### src/rtl/count_seq_pkg.sv
// Shared types for the count-sequence decoder: FSM states, step classes, direction codes.
package count_seq_pkg;

    typedef enum logic [1:0] {
        ACQUIRE,
        LOCK,
        TRACK
    } seq_state_t;

    typedef enum logic [1:0] {
        ZERO,
        UP,
        DOWN,
        ILLEGAL
    } step_class_t;

    localparam logic DIR_UP   = 1'b0;
    localparam logic DIR_DOWN = 1'b1;

endpackage

### src/rtl/count_step_classify.sv
// Combinational step classifier: compares a new count against the previous one modulo 2^WIDTH.
module count_step_classify
    import count_seq_pkg::*;
#(
    parameter int WIDTH = 3
) (
    input  logic [WIDTH-1:0] prev,
    input  logic [WIDTH-1:0] q_in,
    output step_class_t      step
);

    logic [WIDTH-1:0] delta;

    always_comb begin
        delta = q_in - prev;
        // UP is tested before DOWN so a 1-bit bus, where both deltas coincide, reads as UP
        if (delta == '0)
            step = ZERO;
        else if (delta == WIDTH'(1))
            step = UP;
        else if (delta == '1)
            step = DOWN;
        else
            step = ILLEGAL;
    end

endmodule

### src/rtl/count_seq_decoder.sv
// Observer for up/down counter buses: recovers direction, tracks position, flags illegal jumps.
// Optional COUNT_SEQ_GLITCH_FILTER_EN: a value is accepted only after two matching strobes.
module count_seq_decoder
    import count_seq_pkg::*;
#(
    parameter int WIDTH      = 3,
    parameter int POS_W      = 8,
    parameter int LOCK_STEPS = 2,
    parameter int ERR_W      = 4
) (
    input  logic             clk,
    input  logic             clear,
    input  logic [WIDTH-1:0] q_in,
    input  logic             sample_en,
    output logic             dir,
    output logic             valid,
    output logic [POS_W-1:0] position,
    output logic             step_err,
    output logic [ERR_W-1:0] err_count
);

    localparam int              LCW      = $clog2(LOCK_STEPS + 1) + 1;
    localparam logic [LCW-1:0]  LOCK_TGT = LCW'(LOCK_STEPS);

    seq_state_t       state, state_nxt;
    step_class_t      step;
    logic [WIDTH-1:0] prev, prev_nxt;
    logic [LCW-1:0]   lock_cnt, lock_nxt, lock_inc;
    logic             dir_nxt, valid_nxt, step_err_nxt;
    logic [POS_W-1:0] pos_nxt;
    logic [ERR_W-1:0] err_nxt;
    logic             accept;

`ifdef COUNT_SEQ_GLITCH_FILTER_EN
    logic [WIDTH-1:0] cand;
    logic             cand_ok;

    // Every strobe becomes the new candidate; a strobe matching the previous one is accepted
    always_ff @(posedge clk or negedge clear) begin
        if (!clear) begin
            cand    <= '0;
            cand_ok <= 1'b0;
        end else if (sample_en) begin
            cand    <= q_in;
            cand_ok <= 1'b1;
        end
    end

    assign accept = sample_en && cand_ok && (q_in == cand);
`else
    assign accept = sample_en;
`endif

    count_step_classify #(.WIDTH(WIDTH)) u_classify (
        .prev (prev),
        .q_in (q_in),
        .step (step)
    );

    always_ff @(posedge clk or negedge clear) begin
        if (!clear) begin
            state     <= ACQUIRE;
            prev      <= '0;
            lock_cnt  <= '0;
            dir       <= DIR_UP;
            valid     <= 1'b0;
            position  <= '0;
            step_err  <= 1'b0;
            err_count <= '0;
        end else begin
            state     <= state_nxt;
            prev      <= prev_nxt;
            lock_cnt  <= lock_nxt;
            dir       <= dir_nxt;
            valid     <= valid_nxt;
            position  <= pos_nxt;
            step_err  <= step_err_nxt;
            err_count <= err_nxt;
        end
    end

    always_comb begin
        state_nxt    = state;
        prev_nxt     = prev;
        lock_nxt     = lock_cnt;
        dir_nxt      = dir;
        valid_nxt    = valid;
        pos_nxt      = position;
        err_nxt      = err_count;
        step_err_nxt = 1'b0;
        lock_inc     = lock_cnt + 1'b1;

        if (accept) begin
            unique case (state)
                ACQUIRE: begin
                    prev_nxt  = q_in;
                    lock_nxt  = '0;
                    state_nxt = LOCK;
                end
                LOCK, TRACK: begin
                    unique case (step)
                        ZERO: begin
                        end
                        UP, DOWN: begin
                            prev_nxt = q_in;
                            dir_nxt  = (step == DOWN) ? DIR_DOWN : DIR_UP;
                            pos_nxt  = (step == DOWN) ? position - POS_W'(1)
                                                      : position + POS_W'(1);
                            if (state == LOCK) begin
                                lock_nxt = lock_inc;
                                if (lock_inc >= LOCK_TGT) begin
                                    state_nxt = TRACK;
                                    valid_nxt = 1'b1;
                                end
                            end
                        end
                        default: begin
                            step_err_nxt = 1'b1;
                            if (err_count != '1)
                                err_nxt = err_count + 1'b1;
                            prev_nxt  = q_in;
                            lock_nxt  = '0;
                            valid_nxt = 1'b0;
                            state_nxt = LOCK;
                        end
                    endcase
                end
                default: state_nxt = ACQUIRE;
            endcase
        end
    end

endmodule

### config.mk
export PLATFORM = sky130hd
export DESIGN_NAME = count_seq_decoder
export DESIGN_NICKNAME = d
export VERILOG_FILES = /design/src/rtl/count_seq_pkg.sv /design/src/rtl/count_step_classify.sv /design/src/rtl/count_seq_decoder.sv
export SDC_FILE = /design/constraint.sdc
export NUM_CORES = 1
export LEC_CHECK = 0
export BUFFER_PORTS_ARGS = -buffer_cell sky130_fd_sc_hd__buf_4
export CAP_MARGIN = 15
export CORE_MARGIN = 10
export CORE_UTILIZATION = 61
export DETAILED_ROUTE_END_ITERATION = 7
export HOLD_SLACK_MARGIN = 0.08
export PLACE_DENSITY = 0.88
export SETUP_SLACK_MARGIN = 0.15
export SYNTH_ARGS = -nofsm -noshare
export SYNTH_HDL_FRONTEND = slang
export SYNTH_SLANG_ARGS = --single-unit
### constraint.sdc
create_clock -name clk -period 5.7 [get_ports clk]
set_clock_uncertainty 0.1 [all_clocks]
set_input_delay 0 -clock clk [delete_from_list [all_inputs] [get_ports clk]]
set_output_delay 0 -clock clk [all_outputs]
set_load 0.005 [all_outputs]
==> results.json, run 1 <==
{
  "wl_per_cell_um": 15.2,
  "required_ns": 5.84,
  "overflow": 0,
  "fin_crit_sh": 0.628,
  "critPathMaxFanout": 9,
  "path_buf_inv": 1,
  "fin_crit_ns": 3.58,
  "fillers": 141,
  "cts_buffers": 3,
  "synth_ff_type": "dfrtp_1",
  "die_w_um": 69.5,
  "cts_setup_buffers": 0,
  "tightest_slew_ns": 1.01,
  "p_clk_frac": 0.086,
  "seqPwrFrac": 0.304,
  "grt_pass1_wl_um": 5510,
  "drt_wl_total_um": 3250,
  "cpPeakStageDelay_ns": 0.41,
  "synth_seq_cells": 23,
  "start_kind": "flop",
  "drt_pass1_iterations": 4,
  "die_area_sq_um": 4830,
  "hold_violations": 0,
  "ir_worst_vdd_mv": 0.330,
  "end_kind": "flop",
  "avgSynthCellArea_sq_um": 9.51,
  "cts_tree": "yes",
  "tns_ns": 0,
  "power_frac_comb": 0.610,
  "clockBufferDepth": 2,
  "p_sw_mw": 0.413,
  "cts_root_buf": "clkbuf_4",
  "synthesis.area_sq_um": 1490,
  "numClockSinks": 23,
  "critPathMostFrequentCell": "ha_1",
  "cts_resized": 0,
  "drc": 0,
  "min_path_type": "in2reg",
  "maxCapViolCount": 0,
  "powerDensity_nw_per_um2": 521,
  "antenna_left": 0,
  "start_util": 0.656,
  "vias_per_cell": 5.81,
  "p_leak_nw": 0.843,
  "status": "completed",
  "yosys_warnings": 0,
  "async_flop_share": 1.00,
  "core_area_sq_um": 2280,
  "synth_edf_count": 0,
  "layout_common_cells": "dfrtp_1, nand2_1, buf_4",
  "io_pins": 21,
  "grt_pass1_vias": 1218,
  "timing.final.ws_setup_ns": 2.12,
  "antenna_found_initial": 0,
  "grt_usage": 0.132,
  "grt_max_degree": 24,
  "drtIter0Drc": 81,
  "path_clk_slew_ns": 0.13,
  "synth.distinct_cells": 40,
  "crit_chain": "ha_1 > fa_1 > xnor2_1 > or3_1 > and2_4 > inv_2 > ha_1 > ha_1 > a21oi_1 > o211ai_2 > mux2i_1 > a21oi_1 > xor2_1",
  "cts_max_level": 1,
  "final_nets": 210,
  "ff2ff_setup_slack_ns": 2.12,
  "clk_latency_ns": 0.32,
  "dp_slack_ns": 2.26,
  "path_class": "reg2reg",
  "relSlewSlack": 0.326,
  "portBuffers": 20,
  "cp_data_arrival_time_ns": 3.72,
  "final-max-slew-violation-count": 0,
  "mostFrequentLayoutCell": "dfrtp_1",
  "syn-num-nets": 181,
  "fmax_ghz": 0.279,
  "cp_top_family": "adder cells",
  "setup_viol": 0,
  "seq_area_sq_um": 576,
  "vias": 1237,
  "syn2layout_area_growth_pct": 18.1,
  "critPathSlowestCell": "dfrtp_1",
  "num_antenna_cells": 0,
  "dp_hpwl_um": 2380,
  "multi_input_area_sq_um": 853,
  "rows": 17,
  "synth_cells": 157,
  "internal_power_mw": 0.505,
  "rsz0062_at_grt": "no",
  "routabilityCongestion": 0.864,
  "drive_gt1_frac": 0.178,
  "chipHeight_um": 69.5,
  "p_sw_frac": 0.450,
  "seq_area_frac_synth": 0.386
}
[cells in the mapped netlist (2+ instances only)]
cell type  number  area, sq um
and3_1          2         12.5
fa_1            2         40.0
nand2_1        22         82.6
nand2b_1        3         18.8
a21oi_1         5         25.0
and2_1          2         12.5
xnor2_1         5         43.8
inv_2           3         11.3
ha_1           16          200
dfrtp_1        23          576
o21ai_1        10         50.1
o31ai_1         2         15.0
xor2_1          6         52.6
buf_2           3         15.0
nand4_1         2         12.5
nor2b_1         3         18.8
inv_1          10         37.5
nand3_1         5         25.0
nor2_1          3         11.3
o21ai_0         9         45.0
nor3b_1         2         15.0
[sequential cells by signal (all words and copies together) (netlist names)]
register   cells
state          2
step_err       1
valid          1
prev           3
position       8
err_count      4
lock_cnt       3
dir            1
[kinds of logic (layout without fill, tap and decap cells)]
logic type,after synthesis,count (layout),share of synthesized area
and+or+nand+nor,52,52,0.185
AOI/OAI and AO/OA,35,35,0.147
DFF,23,23,0.386
adders and majority gates,18,18,0.161
buffers and inverters,16,44,0.0427
xor gates and xnor gates,11,11,0.0645
muxes,2,2,0.0142
[repair_timing]
item | 4_1_cts | 5_1_grt
hold buffers | 7 | 0
endpoints found under the setup margin | 0 | 0
endpoints found under the hold margin | 29 | 0
[per-layer routing]
layer  vias to the layer above  track usage  share of wire
met1                       586        0.153           0.41
met4                         0       0.0576          0.025
li1                        596            -              -
met2                        45        0.220           0.49
met5                         -            0              0
met3                        10       0.0385          0.067
[stage by stage]
step | power (mW) | instance area, sq um | std cells | hold slack [ns] | utilization
after floorplan | 0.660 | 1490 | 157 | -0.396 | -
after global placement | 0.789 | 1660 | 202 | -0.198 | 0.731
after detailed placement | 0.829 | 1660 | 202 | -0.193 | 0.731
after CTS | 0.917 | 1760 | 213 | 0.355 | 0.775
after global routing | 0.997 | 1760 | 213 | 0.371 | 0.775
final | 0.918 | 1760 | 213 | 0.371 | 0.775
[worst min-delay path, stage by stage]
cell	delay, ns
dlygate4sd3_1	0.53
buf_4	0.14
o21ai_0	0.08
[power groups by stage]
stage / Combinational [mW] / Clock (mW) / Sequential [mW]
after floorplan: 0.385 / 0 / 0.275
final: 0.560 / 0.0792 / 0.279
after detailed placement: 0.547 / 0 / 0.282
after CTS: 0.557 / 0.0810 / 0.278
after global placement: 0.513 / 0 / 0.277
after global routing: 0.621 / 0.0882 / 0.288
[final timing paths]
| path | startpoint | end | cells past startpoint |
|---|---|---|---|
| worst max-delay path | prev[0] | position[7] | 13 |
| worst min-delay path | sample_en | state[1] | 3 |
| worst max register to register | prev[0] | position[7] | 13 |
| worst min register to register | dir | dir | 2 |
| max in group asynchronous | clear | state[1] | 3 |
| min in group asynchronous | clear | err_count[3] | 3 |
[area by class of cell]
class                      count  share of cell area
clock buffer                   3              0.0128
clock inverter                 1             0.00426
inverter                      13              0.0277
multi-input combinational    118               0.484
sequential                    23               0.326
tap                           28              0.0199
timing repair buffer          27               0.125
Power figures use the tool's default switching activity.
==> run 2, diff against run 1 <==
--- a/config.mk
+++ b/config.mk
@@ -5,13 +5,14 @@
 export SDC_FILE = /design/constraint.sdc
 export NUM_CORES = 1
 export LEC_CHECK = 0
+export ABC_AREA = 1
 export BUFFER_PORTS_ARGS = -buffer_cell sky130_fd_sc_hd__buf_4
 export CAP_MARGIN = 15
 export CORE_MARGIN = 10
-export CORE_UTILIZATION = 61
+export CORE_UTILIZATION = 57
 export DETAILED_ROUTE_END_ITERATION = 7
 export HOLD_SLACK_MARGIN = 0.08
-export PLACE_DENSITY = 0.88
+export PLACE_DENSITY = 0.83
 export SETUP_SLACK_MARGIN = 0.15
 export SYNTH_ARGS = -nofsm -noshare
 export SYNTH_HDL_FRONTEND = slang
==> constraint.sdc (replaced) <==
create_clock -name clk -period 3.7 [get_ports clk]
set_clock_uncertainty 0.1 [all_clocks]
set_input_delay 0 -clock clk [delete_from_list [all_inputs] [get_ports clk]]
set_output_delay 0 -clock clk [all_outputs]
set_load 0.005 [all_outputs]
==> run 2 against run 1 <==
Compared with the run above: first-iteration DRC count shrank 12%; clock power grew 50%; combinational power grew 82%; worst hold slack lost 0.025 ns; largest cell class unchanged.
==> results.json, run 2 <==
{
  "status": "completed",
  "grt_max_degree": 24,
  "drtIter0Drc": 71,
  "ys_top_cells_by_count": "nand2_1, inv_1, dfrtp_1",
  "largest_reg_flops": 8,
  "ir_worst_vdd_mv": 0.577,
  "critPathMaxFanout": 8,
  "grt_pass1_vias": 1372,
  "syn2layout_area_growth_pct": 18.2,
  "cp_data_arrival_time_ns": 3.13,
  "chipHeight_um": 72.4,
  "synth.distinct_cells": 23,
  "synth_edf_count": 0,
  "avgSynthCellArea_sq_um": 8.19,
  "grt_pass1_wl_um": 5710,
  "dp_hpwl_um": 2550,
  "synth_cells": 191,
  "crit_start": "prev[0]",
  "final-max-slew-violation-count": 0,
  "dpl-instance-area_sq_um": 1740,
  "synth.most_common_cell": "nand2_1",
  "worstReg2RegStart": "prev[0]",
  "clk_latency_ns": 0.32,
  "maxCapViolCount": 0,
  "yosys_warnings": 0,
  "synth_top_cell_area_share": 0.368,
  "ff2ff_setup_slack_ns": 0.69,
  "tightest_slew_ns": 1.04,
  "design_area_sq_um": 1850,
  "relSlewSlack": 0.304,
  "regMostFlops": "position",
  "dp_slack_ns": 0.726,
  "final_cells": 252,
  "routabilityCongestion": 0.909,
  "path_clk_slew_ns": 0.13,
  "final_nets": 247,
  "p_leak_nw": 1.05,
  "clockBufferDepth": 2,
  "setup_viol": 0,
  "fin_crit_sh": 0.815,
  "vias_per_cell": 5.17,
  "synth_area_leaders": "dfrtp_1, nand2_1, ha_1",
  "start_util": 0.615,
  "required_ns": 3.82,
  "seq_area_frac_synth": 0.368,
  "powerDensity_nw_per_um2": 856,
  "timing.final.ws_setup_ns": 0.685,
  "drt_pass1_iterations": 4,
  "min_path_type": "in2reg",
  "vias": 1303,
  "fin_crit_ns": 3.01,
  "core_area_sq_um": 2540,
  "async_flop_share": 1.00,
  "reg_top3": "position: 8 flops, err_count: 4 flops",
  "cts_setup_buffers": 0,
  "overflow": 0,
  "drive_gt1_frac": 0.153,
  "die_w_um": 72.4,
  "io_pins": 21,
  "rows": 18,
  "drc": 0,
  "wl_per_cell_um": 12.8,
  "cts_max_level": 1,
  "portBuffers": 20,
  "mostFrequentLayoutCell": "nand2_1",
  "fmax_ghz": 0.332,
  "numClockSinks": 23,
  "hold_violations": 0,
  "cts_tree": "yes",
  "die_area_sq_um": 5240,
  "yosysTopAreaCell": "dfrtp_1",
  "cts_root_buf": "clkbuf_4",
  "syn-num-nets": 215,
  "path_class": "reg2reg",
  "grt_usage": 0.130,
  "tns_ns": 0,
  "rsz0062_at_grt": "no",
  "cts_buffers": 3,
  "antenna_found_initial": 0,
  "dp.cells": 240,
  "num_antenna_cells": 0,
  "synth_ff_type": "dfrtp_1",
  "start_kind": "flop",
  "antenna_left": 0,
  "synthesis.area_sq_um": 1560,
  "synth_seq_cells": 23,
  "min_from": "q_in[2]",
  "end_kind": "flop",
  "layout_common_cells": "nand2_1, inv_1, dfrtp_1",
  "drt_wl_total_um": 3230
}
[run 2: changes by cell type after synthesis, sizes merged, moves of 3 or more]
cell and delta:
nand2 +37, inv +20, o21ai -12, nand3 +11, nor2 +4, nor2b -4
and2 -3, nand2b -3, nand4 +3
[run 2: area by class of cell]
type | count | area, sq um
fill | 195 | 697
clock inverter | 1 | 5.00
inverter | 33 | 124
multi-input combinational | 134 | 853
clock buffer | 3 | 22.5
timing repair buffer | 28 | 230
sequential | 23 | 576
tap | 30 | 37.5
[run 2: final timing paths]
kind | end | cells past startpoint
setup / recovery | position[3] | 11
hold / removal | prev[2] | 4
setup reg to reg | position[3] | 11
hold reg to reg | dir | 2
max in group asynchronous | position[3] | 3
min in group asynchronous | prev[2] | 3
[run 2: where the power goes]
| group | switching [mW] | internal, mW | total (mW) |
|---|---|---|---|
| Combinational | 0.581 | 0.440 | 1.02 |
| Sequential | 0.0895 | 0.352 | 0.442 |
| Clock | 0.0784 | 0.0405 | 0.119 |
[run 2: kinds of logic after synthesis]
family                     count (synthesis)  share of synthesized area
AOI/OAI and AO/OA                         13                     0.0464
and+or+nand+nor                           92                      0.276
adders and majority gates                 18                      0.154
muxes                                      2                     0.0192
DFF                                       23                      0.368
buffers and inverters                     34                     0.0864
xor gates and xnor gates                   9                     0.0504
[run 2: per-stage QoR]
stage / total power, mW / util / hold slack, ns
floorplan: 1.17 / - / -0.396
global placement: 1.40 / 0.684 / -0.193
detailed placement: 1.45 / 0.684 / -0.187
CTS: 1.59 / 0.726 / 0.322
global route: 1.75 / 0.726 / 0.371
finish: 1.58 / 0.726 / 0.346
[run 2: layer usage]
| layer | GRT usage | share of wire |
|---|---|---|
| met5 | 0 | 0 |
| met4 | 0.0612 | 0.016 |
| met3 | 0.0245 | 0.040 |
| met2 | 0.241 | 0.53 |
| met1 | 0.138 | 0.41 |
[run 2: worst max-delay path: stages (launching register included)]
cell and delay, ns:
dfrtp_1 0.40, ha_1 0.19, fa_1 0.48, nor2_1 0.15, nand3_1 0.09, nand2_1 0.11
ha_1 0.37, ha_1 0.33, or2_2 0.32, a21oi_1 0.16, nand3b_1 0.14, nand2_1 0.06
[run 2: timing repair]
action,CTS,global route
resized for setup,0,0
hold endpoints to repair,37,0
endpoints found under the setup margin,0,0
hold buffers,8,0
==> run 3, diff against run 2 <==
==> constraint.sdc (replaced) <==
create_clock -name clk -period 2.8 [get_ports clk]
set_clock_uncertainty 0.1 [all_clocks]
set_input_delay 0 -clock clk [delete_from_list [all_inputs] [get_ports clk]]
set_output_delay 0 -clock clk [all_outputs]
set_load 0.005 [all_outputs]
==> run 3 against run 2 <==
Compared with the run above: worst hold slack worse by 0.017 ns; flip-flop and latch count stayed put; largest power group unchanged; die area stayed put.
==> results.json, run 3 (same netlist as run 2, synthesis figures left out) <==
{
  "status": "completed",
  "drtIter0Drc": 106,
  "cp_data_arrival_time_ns": 2.81,
  "rsz0062_at_grt": "yes",
  "regMostFlops": "position",
  "vias": 1408,
  "vias_per_cell": 5.48,
  "p_leak_nw": 1.08,
  "path_clk_slew_ns": 0.14,
  "hold_violations": 0,
  "min_from": "q_in[2]",
  "fin_crit_sh": 0.957,
  "drc": 0,
  "clk_latency_ns": 0.31,
  "seq_area_sq_um": 576,
  "setup_viol": 0,
  "relSlewSlack": 0.783,
  "reg2reg_depth": 14,
  "grt_pass1_vias": 1479,
  "p_sw_frac": 0.476,
  "cts_max_level": 1,
  "timing.final.ws_setup_ns": 0.119,
  "multi_input_area_sq_um": 1010,
  "chipHeight_um": 72.4,
  "numClockSinks": 23,
  "rows": 18,
  "antenna_found_initial": 0,
  "drt_wl_total_um": 3900,
  "portBuffers": 20,
  "wl_per_cell_um": 15.2,
  "power_frac_comb": 0.695,
  "dp_slack_ns": -0.0633,
  "start_kind": "flop",
  "ir_worst_vdd_mv": 0.943,
  "drive_gt1_frac": 0.317,
  "final_nets": 252,
  "fmax_ghz": 0.373,
  "cts_tree": "yes",
  "mostFrequentLayoutCell": "nand2_1",
  "dp_hpwl_um": 2500,
  "grt_pass1_wl_um": 6150,
  "end_kind": "flop",
  "overflow": 0,
  "fin_crit_ns": 2.68,
  "fillers": 160,
  "design_area_sq_um": 2060,
  "grt_max_degree": 24,
  "reg_top3": "position: 8 flops, err_count: 4 flops",
  "maxCapViolCount": 0,
  "num_antenna_cells": 0,
  "layout_common_cells": "nand2_1, inv_1, buf_4",
  "p_clk_frac": 0.064,
  "hold_end": "prev[2]",
  "seqPwrFrac": 0.241,
  "drt_pass1_iterations": 4,
  "io_pins": 21,
  "worstReg2RegStart": "prev[0]",
  "internal_power_mw": 1.31,
  "p_sw_mw": 1.19,
  "clockBufferDepth": 2,
  "routabilityCongestion": 0.927,
  "core_area_sq_um": 2540,
  "critPathMaxFanout": 8,
  "die_area_sq_um": 5240,
  "min_path_type": "in2reg",
  "timing.rr.end": "position[5]",
  "antenna_left": 0,
  "largest_reg_flops": 8,
  "cts_buffers": 3,
  "tightest_slew_ns": 0.324,
  "grt_usage": 0.141,
  "path_class": "reg2reg",
  "hold_depth": 4,
  "dpl-instance-area_sq_um": 1750,
  "die_w_um": 72.4,
  "ff2ff_setup_slack_ns": 0.12,
  "required_ns": 2.93,
  "final-max-slew-violation-count": 0,
  "powerDensity_nw_per_um2": 1210,
  "whs_ns": 0.328,
  "cts_root_buf": "clkbuf_4",
  "start_util": 0.615,
  "syn2layout_area_growth_pct": 31.8
}
-- run 3: repair_timing --
action | 4_1_cts | 5_1_grt
gates resized for setup | 20 | 17
setup endpoints to repair | 9 | 15
hold endpoints to repair | 31 | 0
hold buffers | 6 | 0
setup buffers | 2 | 3
pin swaps | 10 | 12
-- run 3: stage by stage --
step	std cells	power [mW]	setup TNS (ns)	utilization
final	257	2.50	0	0.810
after global routing	257	2.73	-0.000471	0.810
after detailed placement	241	1.93	-0.131	0.688
after floorplan	191	1.55	0	-
after global placement	241	1.86	0	0.688
after CTS	253	2.32	0	0.773
-- run 3: power by group through the flow --
stage | sequential (mW) | combinational (mW) | clock, mW
after floorplan | 0.580 | 0.971 | 0
after global placement | 0.585 | 1.28 | 0
after detailed placement | 0.592 | 1.34 | 0
after CTS | 0.599 | 1.55 | 0.164
after global routing | 0.620 | 1.94 | 0.174
final | 0.603 | 1.74 | 0.161
-- run 3: final cells by class --
cell class	count	area share
Inverter	33	0.0613
Multi-Input combinational cell	134	0.491
Tap cell	30	0.0182
Sequential cell	23	0.279
Clock inverter	1	0.00243
Timing Repair Buffer	33	0.137
Clock buffer	3	0.0109
-- run 3: critical path: stages, from the launching register on --
cell	delay, ns
dfrtp_1	0.42
ha_2	0.18
fa_2	0.33
inv_1	0.06
nand2_1	0.08
nand2_1	0.11
nand3_1	0.10
nand2_2	0.12
ha_4	0.28
ha_4	0.24
or2_4	0.25
nand3b_1	0.11
nand3_1	0.09
nand3_1	0.07
nand2_1	0.04
-- run 3: worst max-delay path by stage --
stage / cells after the start / from / to
after floorplan: 12 / prev[0] / position[7]
after global placement: 12 / prev[0] / position[7]
after detailed placement: 12 / prev[0] / position[7]
after CTS: 12 / prev[0] / position[5]
after global routing: 14 / prev[0] / position[6]
final: 14 / prev[0] / position[5]
-- run 3: per-layer routing --
layer  up-vias  GRT usage  routed length (um)
li1        680          -                   -
met1       684      0.137                1570
met2        32      0.267                2090
met3        12     0.0286                 148
met4         0     0.0802                  91
met5         -          0                   0
